### config.mk
export PLATFORM = sky130hd
export DESIGN_NAME = core_sequencer
export DESIGN_NICKNAME = d
export VERILOG_FILES = /design/src/rtl/core_pkg.sv /design/src/rtl/core_regfile.sv /design/src/rtl/core_sequencer.sv
export SDC_FILE = /design/constraint.sdc
export NUM_CORES = 2
export LEC_CHECK = 0
export ABC_CLOCK_PERIOD_IN_PS = 3300
export CORE_MARGIN = 2
export CORE_UTILIZATION = 29
export CTS_CLUSTER_SIZE = 8
export DETAILED_ROUTE_END_ITERATION = 8
export SYNTH_ARGS = -nofsm -noshare
export SYNTH_HDL_FRONTEND = slang
export SYNTH_SLANG_ARGS = --single-unit
### constraint.sdc
create_clock -name CLK -period 3.3 [get_ports CLK]
set_clock_uncertainty 0.2 [all_clocks]
set_input_delay 0.495 -clock CLK [delete_from_list [all_inputs] [get_ports CLK]]
set_output_delay 0.495 -clock CLK [all_outputs]
set_load 0.01 [all_outputs]
### src/rtl/core_pkg.sv
// core_pkg -- shared definitions for the core_sequencer slice.
//   XLEN_DEF / NREG_DEF : default data width and architectural register count
//   ST_*                : sequencer state encodings
//   HALT_INSN           : "jal x0,0" encoding, the conventional self-loop halt
package core_pkg;

  localparam int XLEN_DEF = 32;
  localparam int NREG_DEF = 32;

  localparam logic [2:0] ST_IDLE    = 3'd0;
  localparam logic [2:0] ST_FETCH   = 3'd1;
  localparam logic [2:0] ST_DECODE  = 3'd2;
  localparam logic [2:0] ST_EXECUTE = 3'd3;
  localparam logic [2:0] ST_MEM     = 3'd4;
  localparam logic [2:0] ST_WRITE   = 3'd5;
  localparam logic [2:0] ST_HALT    = 3'd6;

  localparam logic [31:0] HALT_INSN = 32'h0000_006F;

endpackage

### src/rtl/core_regfile.sv
// core_regfile -- NREG x XLEN architectural register file.
//   i_clk, i_rst            : clock, synchronous active-high reset
//   i_rs1_idx / o_rs1_val   : read port 1 (combinational)
//   i_rs2_idx / o_rs2_val   : read port 2 (combinational)
//   i_we, i_rd_idx, i_wdata : write port, applied on the rising edge
//   o_result                : continuous view of register RESULT_REG
// x0 always reads zero and ignores writes; indices >= NREG read zero and
// are never written. Reset clears every register except x2 (SP_INIT).
module core_regfile
  import core_pkg::*;
#(
  parameter int          XLEN       = XLEN_DEF,
  parameter int          NREG       = NREG_DEF,
  parameter int unsigned SP_INIT    = 500,
  parameter int unsigned RESULT_REG = 14,
  localparam int         RW         = $clog2(NREG)
) (
  input  logic            i_clk,
  input  logic            i_rst,
  input  logic [RW-1:0]   i_rs1_idx,
  input  logic [RW-1:0]   i_rs2_idx,
  input  logic            i_we,
  input  logic [RW-1:0]   i_rd_idx,
  input  logic [XLEN-1:0] i_wdata,
  output logic [XLEN-1:0] o_rs1_val,
  output logic [XLEN-1:0] o_rs2_val,
  output logic [XLEN-1:0] o_result
);

  localparam logic [RW:0]   NREG_W  = (RW+1)'(NREG);
  localparam logic [RW-1:0] RES_IDX = RW'(RESULT_REG);

  logic [XLEN-1:0] r_regs [NREG];
  logic            w_rs1_ok;
  logic            w_rs2_ok;
  logic            w_wr_ok;

  // An index is usable only if it is nonzero and inside the implemented range.
  assign w_rs1_ok = (i_rs1_idx != '0) && ({1'b0, i_rs1_idx} < NREG_W);
  assign w_rs2_ok = (i_rs2_idx != '0) && ({1'b0, i_rs2_idx} < NREG_W);
  assign w_wr_ok  = i_we && (i_rd_idx != '0) && ({1'b0, i_rd_idx} < NREG_W);

  assign o_rs1_val = w_rs1_ok ? r_regs[i_rs1_idx] : '0;
  assign o_rs2_val = w_rs2_ok ? r_regs[i_rs2_idx] : '0;
  assign o_result  = r_regs[RES_IDX];

  // Register storage: reset image, then single write port.
  always_ff @(posedge i_clk) begin
    if (i_rst) begin
      for (int i = 0; i < NREG; i++) begin
        r_regs[i] <= (i == 2) ? XLEN'(SP_INIT) : '0;
      end
    end else if (w_wr_ok) begin
      r_regs[i_rd_idx] <= i_wdata;
    end
  end

endmodule

### src/rtl/core_sequencer.sv
// core_sequencer -- multicycle FETCH/DECODE/EXECUTE/MEM/WRITE sequencer.
// Owns the PC and register file; talks to instruction and data memories via
// REQ/ACK handshakes and to an external combinational decoder and executer.
//   CLK, RST                 : clock, synchronous active-high reset
//   IMEM_REQ/ADDR/ACK/RDATA  : instruction fetch handshake
//   INSTRUCTION              : latched instruction word for the decoder
//   DEC_*                    : decoder register indices and flags
//   RS1_VAL, RS2_VAL, PC_OUT : operands and PC for the executer
//   EXE_RESULT, EXE_NEXT_PC  : executer result / memory address, next PC
//   DMEM_REQ/WE/ADDR/WDATA/ACK/RDATA : data memory handshake
//   RETIRE                   : one-cycle pulse per completed instruction
//   HALTED, ERROR            : sticky status (self-loop halt / illegal insn)
//   RESULT                   : mirror of register RESULT_REG
// Optional feature: define CORE_SEQ_INSTRET_EN to add a 64-bit INSTRET
// retired-instruction counter output.
module core_sequencer
  import core_pkg::*;
#(
  parameter int              XLEN       = XLEN_DEF,
  parameter int              NREG       = NREG_DEF,
  parameter logic [XLEN-1:0] RESET_PC   = '0,
  parameter int unsigned     SP_INIT    = 500,
  parameter int unsigned     RESULT_REG = 14,
  localparam int             RW         = $clog2(NREG)
) (
  input  logic            CLK,
  input  logic            RST,
  output logic            IMEM_REQ,
  output logic [XLEN-1:0] IMEM_ADDR,
  input  logic            IMEM_ACK,
  input  logic [31:0]     IMEM_RDATA,
  output logic [31:0]     INSTRUCTION,
  input  logic [RW-1:0]   DEC_RS1,
  input  logic [RW-1:0]   DEC_RS2,
  input  logic [RW-1:0]   DEC_RD,
  input  logic            DEC_WB_EN,
  input  logic            DEC_LOAD,
  input  logic            DEC_STORE,
  input  logic            DEC_ILLEGAL,
  output logic [XLEN-1:0] RS1_VAL,
  output logic [XLEN-1:0] RS2_VAL,
  output logic [XLEN-1:0] PC_OUT,
  input  logic [XLEN-1:0] EXE_RESULT,
  input  logic [XLEN-1:0] EXE_NEXT_PC,
  output logic            DMEM_REQ,
  output logic            DMEM_WE,
  output logic [XLEN-1:0] DMEM_ADDR,
  output logic [XLEN-1:0] DMEM_WDATA,
  input  logic            DMEM_ACK,
  input  logic [XLEN-1:0] DMEM_RDATA,
  output logic            RETIRE,
  output logic            HALTED,
  output logic            ERROR,
  output logic [XLEN-1:0] RESULT
`ifdef CORE_SEQ_INSTRET_EN
  ,
  output logic [63:0]     INSTRET
`endif
);

  logic [2:0]      r_state;
  logic [2:0]      w_state_nxt;
  logic [XLEN-1:0] r_pc;
  logic [31:0]     r_instr;
  logic [XLEN-1:0] r_rs1_val;
  logic [XLEN-1:0] r_rs2_val;
  logic [XLEN-1:0] r_result;
  logic [XLEN-1:0] r_next_pc;
  logic [XLEN-1:0] r_mem_data;
  logic            r_is_load;
  logic            r_imem_req;
  logic            r_dmem_req;
  logic            r_dmem_we;
  logic            r_retire;
  logic            r_halted;
  logic            r_error;

  logic            w_rf_we;
  logic [XLEN-1:0] w_rf_wdata;
  logic [XLEN-1:0] w_rf_rs1;
  logic [XLEN-1:0] w_rf_rs2;

  assign w_rf_we    = (r_state == ST_WRITE) && DEC_WB_EN;
  assign w_rf_wdata = r_is_load ? r_mem_data : r_result;

  core_regfile #(
    .XLEN       (XLEN),
    .NREG       (NREG),
    .SP_INIT    (SP_INIT),
    .RESULT_REG (RESULT_REG)
  ) u_regfile (
    .i_clk     (CLK),
    .i_rst     (RST),
    .i_rs1_idx (DEC_RS1),
    .i_rs2_idx (DEC_RS2),
    .i_we      (w_rf_we),
    .i_rd_idx  (DEC_RD),
    .i_wdata   (w_rf_wdata),
    .o_rs1_val (w_rf_rs1),
    .o_rs2_val (w_rf_rs2),
    .o_result  (RESULT)
  );

  // Next-state decode of the sequencer.
  always_comb begin
    w_state_nxt = r_state;
    case (r_state)
      ST_IDLE:    w_state_nxt = ST_FETCH;
      ST_FETCH:   w_state_nxt = IMEM_ACK ? ST_DECODE : ST_FETCH;
      ST_DECODE:  w_state_nxt = DEC_ILLEGAL ? ST_HALT : ST_EXECUTE;
      ST_EXECUTE: w_state_nxt = (DEC_LOAD || DEC_STORE) ? ST_MEM : ST_WRITE;
      ST_MEM:     w_state_nxt = DMEM_ACK ? ST_WRITE : ST_MEM;
      // A jump to itself is the halt idiom.
      ST_WRITE:   w_state_nxt = (r_next_pc == r_pc) ? ST_HALT : ST_FETCH;
      ST_HALT:    w_state_nxt = ST_HALT;
      default:    w_state_nxt = ST_IDLE;
    endcase
  end

  // State, datapath latches and registered handshake/status outputs.
  // Request and retire flags are derived from the next state so they are
  // high exactly while the sequencer sits in FETCH / MEM / WRITE.
  always_ff @(posedge CLK) begin
    if (RST) begin
      r_state    <= ST_IDLE;
      r_pc       <= RESET_PC;
      r_instr    <= 32'd0;
      r_rs1_val  <= '0;
      r_rs2_val  <= '0;
      r_result   <= '0;
      r_next_pc  <= '0;
      r_mem_data <= '0;
      r_is_load  <= 1'b0;
      r_imem_req <= 1'b0;
      r_dmem_req <= 1'b0;
      r_dmem_we  <= 1'b0;
      r_retire   <= 1'b0;
      r_halted   <= 1'b0;
      r_error    <= 1'b0;
    end else begin
      r_state    <= w_state_nxt;
      r_imem_req <= (w_state_nxt == ST_FETCH);
      r_dmem_req <= (w_state_nxt == ST_MEM);
      r_retire   <= (w_state_nxt == ST_WRITE);
      case (r_state)
        ST_FETCH: begin
          if (IMEM_ACK) begin
            r_instr <= IMEM_RDATA;
          end
        end
        ST_DECODE: begin
          if (DEC_ILLEGAL) begin
            r_error <= 1'b1;
          end else begin
            r_rs1_val <= w_rf_rs1;
            r_rs2_val <= w_rf_rs2;
          end
        end
        ST_EXECUTE: begin
          r_result  <= EXE_RESULT;
          r_next_pc <= EXE_NEXT_PC;
          r_is_load <= DEC_LOAD;
          // Only a store heading into MEM raises WE; anything else clears it.
          r_dmem_we <= DEC_STORE;
        end
        ST_MEM: begin
          if (DMEM_ACK) begin
            r_dmem_we <= 1'b0;
            if (r_is_load) begin
              r_mem_data <= DMEM_RDATA;
            end
          end
        end
        ST_WRITE: begin
          r_pc <= r_next_pc;
          if (r_next_pc == r_pc) begin
            r_halted <= 1'b1;
          end
        end
        default: begin
        end
      endcase
    end
  end

  assign IMEM_REQ    = r_imem_req;
  assign IMEM_ADDR   = r_pc;
  assign INSTRUCTION = r_instr;
  assign RS1_VAL     = r_rs1_val;
  assign RS2_VAL     = r_rs2_val;
  assign PC_OUT      = r_pc;
  assign DMEM_REQ    = r_dmem_req;
  assign DMEM_WE     = r_dmem_we;
  assign DMEM_ADDR   = r_result;
  assign DMEM_WDATA  = r_rs2_val;
  assign RETIRE      = r_retire;
  assign HALTED      = r_halted;
  assign ERROR       = r_error;

`ifdef CORE_SEQ_INSTRET_EN
  logic [63:0] r_instret;

  // Retired-instruction counter; wraps naturally at 2^64.
  always_ff @(posedge CLK) begin
    if (RST) begin
      r_instret <= 64'd0;
    end else if (r_retire) begin
      r_instret <= r_instret + 64'd1;
    end
  end

  assign INSTRET = r_instret;
`endif

endmodule

Word level (Yosys, flattened, before mapping)
Memory sizes are Yosys's and may differ from the RTL's.
Index checks and enable logic that the tools add are counted.
Word-level totals
  bits in writable memories: 1024
  bits in latches: 0
  bits in read-only memories: 0
  memories: 1
  register bits after elaboration: 234
  output and inout port bits: 262
  input port bits: 151
Cells by class
  bitwise logic cells: 1
  equal/unequal tests: 11
  div/mod/pow operators: 0
  shift operators: 0
  reductions and logical operators: 15
  order comparisons: 0
  muxes and demuxes: 19
  $add $sub $neg: 0
  multipliers: 0
Memories
  u_regfile.r_regs: depth 32, width 32, rd ports 3, clocked after Yosys merged registers in 0, wr ports 32, RTL line core_regfile.sv:33  | logic [XLEN-1:0] r_regs [NREG];
Operators with widths (count)
  $mux W32: 4
  $eq A32 B32 Y1: 1
  $reduce_or A32 Y1: 1
  $pmux W3 S7: 1
  $eq A3 B3 Y1 const B: 5
  $reduce_bool A5 Y1: 3
  $reduce_and A2 Y1: 5
  $mux W1: 9
  $eq A3 B1 Y1 const B: 2
  $eq A3 B2 Y1 const B: 2
  $mux W3: 2
  $mux W5: 1
  $logic_not A3 Y1: 1
  $reduce_and A3 Y1: 1
  $logic_and A1 B1 Y1: 2
  $mux W2: 1
  $ne A2 B2 Y1 const B: 1
  $pmux W1 S2: 1
  $reduce_bool A2 Y1: 1
  $logic_or A1 B1 Y1: 1
  $not A1 Y1: 1

Logic depth before layout (Yosys ltp)
  depth after elaboration: 8
  gate-level depth with buffers: 8

Hierarchy
A second synthesis with hierarchy kept.
Unflattened totals
  cells, all modules: 4674
  area, all modules: 63529.7 µm²
By module, submodules not included
  core_regfile: times used 1, seq. area each 30749.5 µm², area each 54134.4 µm², cells an instance 3494
  core_sequencer: times used 1, seq. area each 4684.5 µm², area each 9395.3 µm², cells an instance 1180

Worst setup path before layout
OpenSTA, ideal clock, no wires.
  path kind: reg-to-reg
  start point: register r_state[0]
  end point: memory u_regfile.r_regs[19][0] in the netlist's numbering, enable pin
  path slack: 0.366 ns
  library setup time: 0.394 ns
  stages on the path, launching flop included: 7
  data required time: 2.706 ns
  data arrival time: 2.340 ns
  cells stage by stage: dfxtp_1 -> buf_2 -> nand3b_2 -> or4b_4 -> nor2b_1 -> nand3_1 -> nand2b_1
RTL lines
  start: declaration: RTL line core_sequencer.sv:61  | logic [2:0] r_state;
  start signal: assignment: RTL line core_sequencer.sv:141  | r_state <= w_state_nxt;
  end: declaration: RTL line core_regfile.sv:33

==> metrics.csv <==
metric,value,unit
layout.cells.most_common_list,"1,024 x edfxtp_1, 998 x nor2_1, 512 x mux4_2",
route.detailed.wl_per_inst,29.3,um
maxCapViolCount,0,
cp.buffers_inverters,1,
global_route.usage.total,20.8,%
synth.ff_latch_count,1258,
power.static_leakage,23.8,nW
final_antenna_net_count,0,
grt_setup_unrepaired,no,
antenna_found_initial,13,
synth_cell_types,53,
place_congestion,0.894,
yosys-top-cells-area,"edfxtp_1 51%, mux4_2 19%, dfxtp_1 7.8%",
nets,4985,
dpl_cell_area,69000,sq um
timing.critical_path.fanout_max,15,
worst_setup_path_start_kind,register,
arrival,3.18,ns
clock_latency,0.82,ns
core_region_area,205000,sq um
drt-initial-drc-count,5552,
io_pins,413,
crit_path_cell_trace,and3b_1 -> nand4b_1 -> nor3b_2 -> nand2_1 -> nand2b_2 -> buf_12,
placementRows,166,
drt_pass1_iterations,6,
numPortBuffers,412,
synth_edf_count,1024,
grt_max_degree,175,
layout-drive-gt1-share,23.0,%
synth-main-ff-cell,edfxtp_1,
final-setup-viol-count,0,
drv_slew,0,
rel_slew_slack,30.9,%
r2r_slack,0.42,ns
routed-via-count,42400,
cts_inserted_buffers,175,
worst-endpoint-required,3.61,ns
netlist_area,60000,sq um
die_w,459,um
report.final.hold_viol_count,0,
cts_resized,0,
cts.clk_slew.worst_paths,0.05,ns
ir_drop,0.469,mV
via_per_inst,5.55,
comb_power_share,10.7,%
grt_pass1_wl,313,mm
synth.top_cell.area_share,51.3,%
fin_tns_setup,0,ns
result_of_the_run,completed,
synth-seq-area-share,59.1,%
hold_path_class,input port to register,
design.die.area,211000,sq um
layout_commonest_cell,edfxtp_1,
htree_num_levels,4,
final_critical_path_share_of_the_clock_period,87.2,%
die_height,459,um
crit_family,simple AND/OR/NAND/NOR gates,
wl_met3,23.8,mm
min_period,2.88,ns
ys_warn_count,0,
initial_core_util,29.2,%
clock_path_buffers,3,
switching_share,25.2,%
syn-mean-instance-area,13.5,sq um
post-route-drc-count,0,
cts.root.buffer_cell,clkbuf_16,
overflow,0,
synth_instances,4428,
routed-wl-met2,106,mm
share_seq_of_total_power,46.1,%
share_clk_of_total_power,43.3,%
timing.critical_path.slowest_cell_delay,0.57,ns
place_hpwl,153,mm
cellInternalPower,29.5,mW
tightestPinTransition,1.04,ns
fillerInstances,19600,
first_global_vias,42000,
cp_slowest_cell,nor3b_2,
finalInstanceArea,74400,sq um
switching_power,9.92,mW
power.density,529,nW/um^2
cts.sinks,1258,
share_of_async_settable_or_async_resettable_flops_after_synthesis,0,%
top_signal_layer_used,met5,
clock_tree_from_tritoncts,built,
end_kind,register,
timing_worst_setup_path_type,register to register,
wl,224,mm
area_delta_synth_final,24.0,%
post-synth-top-area-cell,edfxtp_1,
met1_length,83.5,mm
maxClockFrequency,348,MHz
-- cells in the mapped netlist, types with 12 or more instances --
master       n
edfxtp_1  1024
a22oi_1    252
nand3_1     74
buf_2       86
nor2_1    1001
xnor2_1     32
mux2_2      64
a21oi_1    166
a21o_1      63
mux4_2     512
nand2b_1    33
nand2_1    360
dfxtp_1    234
mux2i_1     32
buf_1       19
clkbuf_1   338
buf_4       67
nor2b_1     12
-- through the flow --
| stage | util, % | power (mW) | std cells | hold WS (ns) | setup slack, ns |
|---|---|---|---|---|---|
| 3_5_place_dp | 33.6 | 22.6 | 7321 | 0.248 | -0.0230 |
| 6_report | 36.2 | 39.4 | 7629 | 0.0438 | 0.423 |
| 3_3_place_gp | 33.6 | 22.5 | 7321 | 0.243 | -0.0442 |
| 4_1_cts | 36.2 | 39.5 | 7622 | 0.000483 | 0.397 |
| 5_1_grt | 36.2 | 40.4 | 7627 | 0.0132 | 0.253 |
| 2_1_floorplan | - | 20.5 | 4459 | 0.236 | 0.366 |
-- power by group through the flow --
stage / Clock (mW) / Sequential, mW / Combinational, mW
6_report: 17.0 / 18.1 / 4.20
2_1_floorplan: 0 / 18.3 / 2.25
3_5_place_dp: 0 / 18.4 / 4.14
4_1_cts: 17.2 / 18.1 / 4.18
5_1_grt: 17.9 / 18.2 / 4.37
3_3_place_gp: 0 / 18.4 / 4.11
-- tightest hold or removal path, stage by stage --
cell,delay [ns]
clkdlybuf4s50_1,0.41
nand2_1,0.06
a21oi_1,0.05
-- final timing paths --
kind,start,endpoint,cells after the start
setup / recovery,r_state[1],u_regfile.r_regs[6][11],6
hold / removal,EXE_NEXT_PC[19],r_next_pc[19],3
setup reg to reg,r_state[1],u_regfile.r_regs[6][11],6
hold reg to reg,INSTRUCTION[16],INSTRUCTION[16],2
-- timing repair --
| item | CTS | global route |
|---|---|---|
| buffers inserted | 0 | 0 |
| hold endpoints to repair | 24 | 0 |
| hold buffers | 24 | 0 |
-- routing by layer --
metal | vias up | GRT usage [%]
li1 | 17300 | -
met1 | 21800 | 26.5
met2 | 2755 | 33.7
met3 | 449 | 4.94
met4 | 2 | 9.19
met5 | - | 0
-- layout make-up --
type	count	area (sq um)	share of cell area, %
antenna	7	17.5	0.0236
clock buffer	262	4720	6.34
clock inverter	15	420	0.565
inverter	1	3.75	0.00505
multi-input combinational	2690	23000	30.9
sequential	1258	35400	47.6
tap	2688	3360	4.52
timing repair buffer	708	7460	10.0
-- flip-flops by register name, summed over array words and instances (netlist names), 3 cells and up --
name,cells
u_regfile.r_regs,1024
DMEM_ADDR,32
DMEM_WDATA,32
IMEM_ADDR,32
INSTRUCTION,32
RS1_VAL,32
r_mem_data,32
r_next_pc,32
r_state,3
-- kinds of logic (layout without fill, tap and decap cells) --
kind of cell / Yosys count / after routing / share of synthesized area, %
simple gates: 1520 / 1520 / 10.2
flops: 1258 / 1258 / 59.1
mux: 608 / 608 / 21.0
buf+inv: 511 / 986 / 3.80
compound gates: 498 / 498 / 5.56
xor+xnor: 32 / 32 / 0.467
other cells: 1 / 39 / 0.00625
Note: power is estimated with default switching activity, not from simulation.
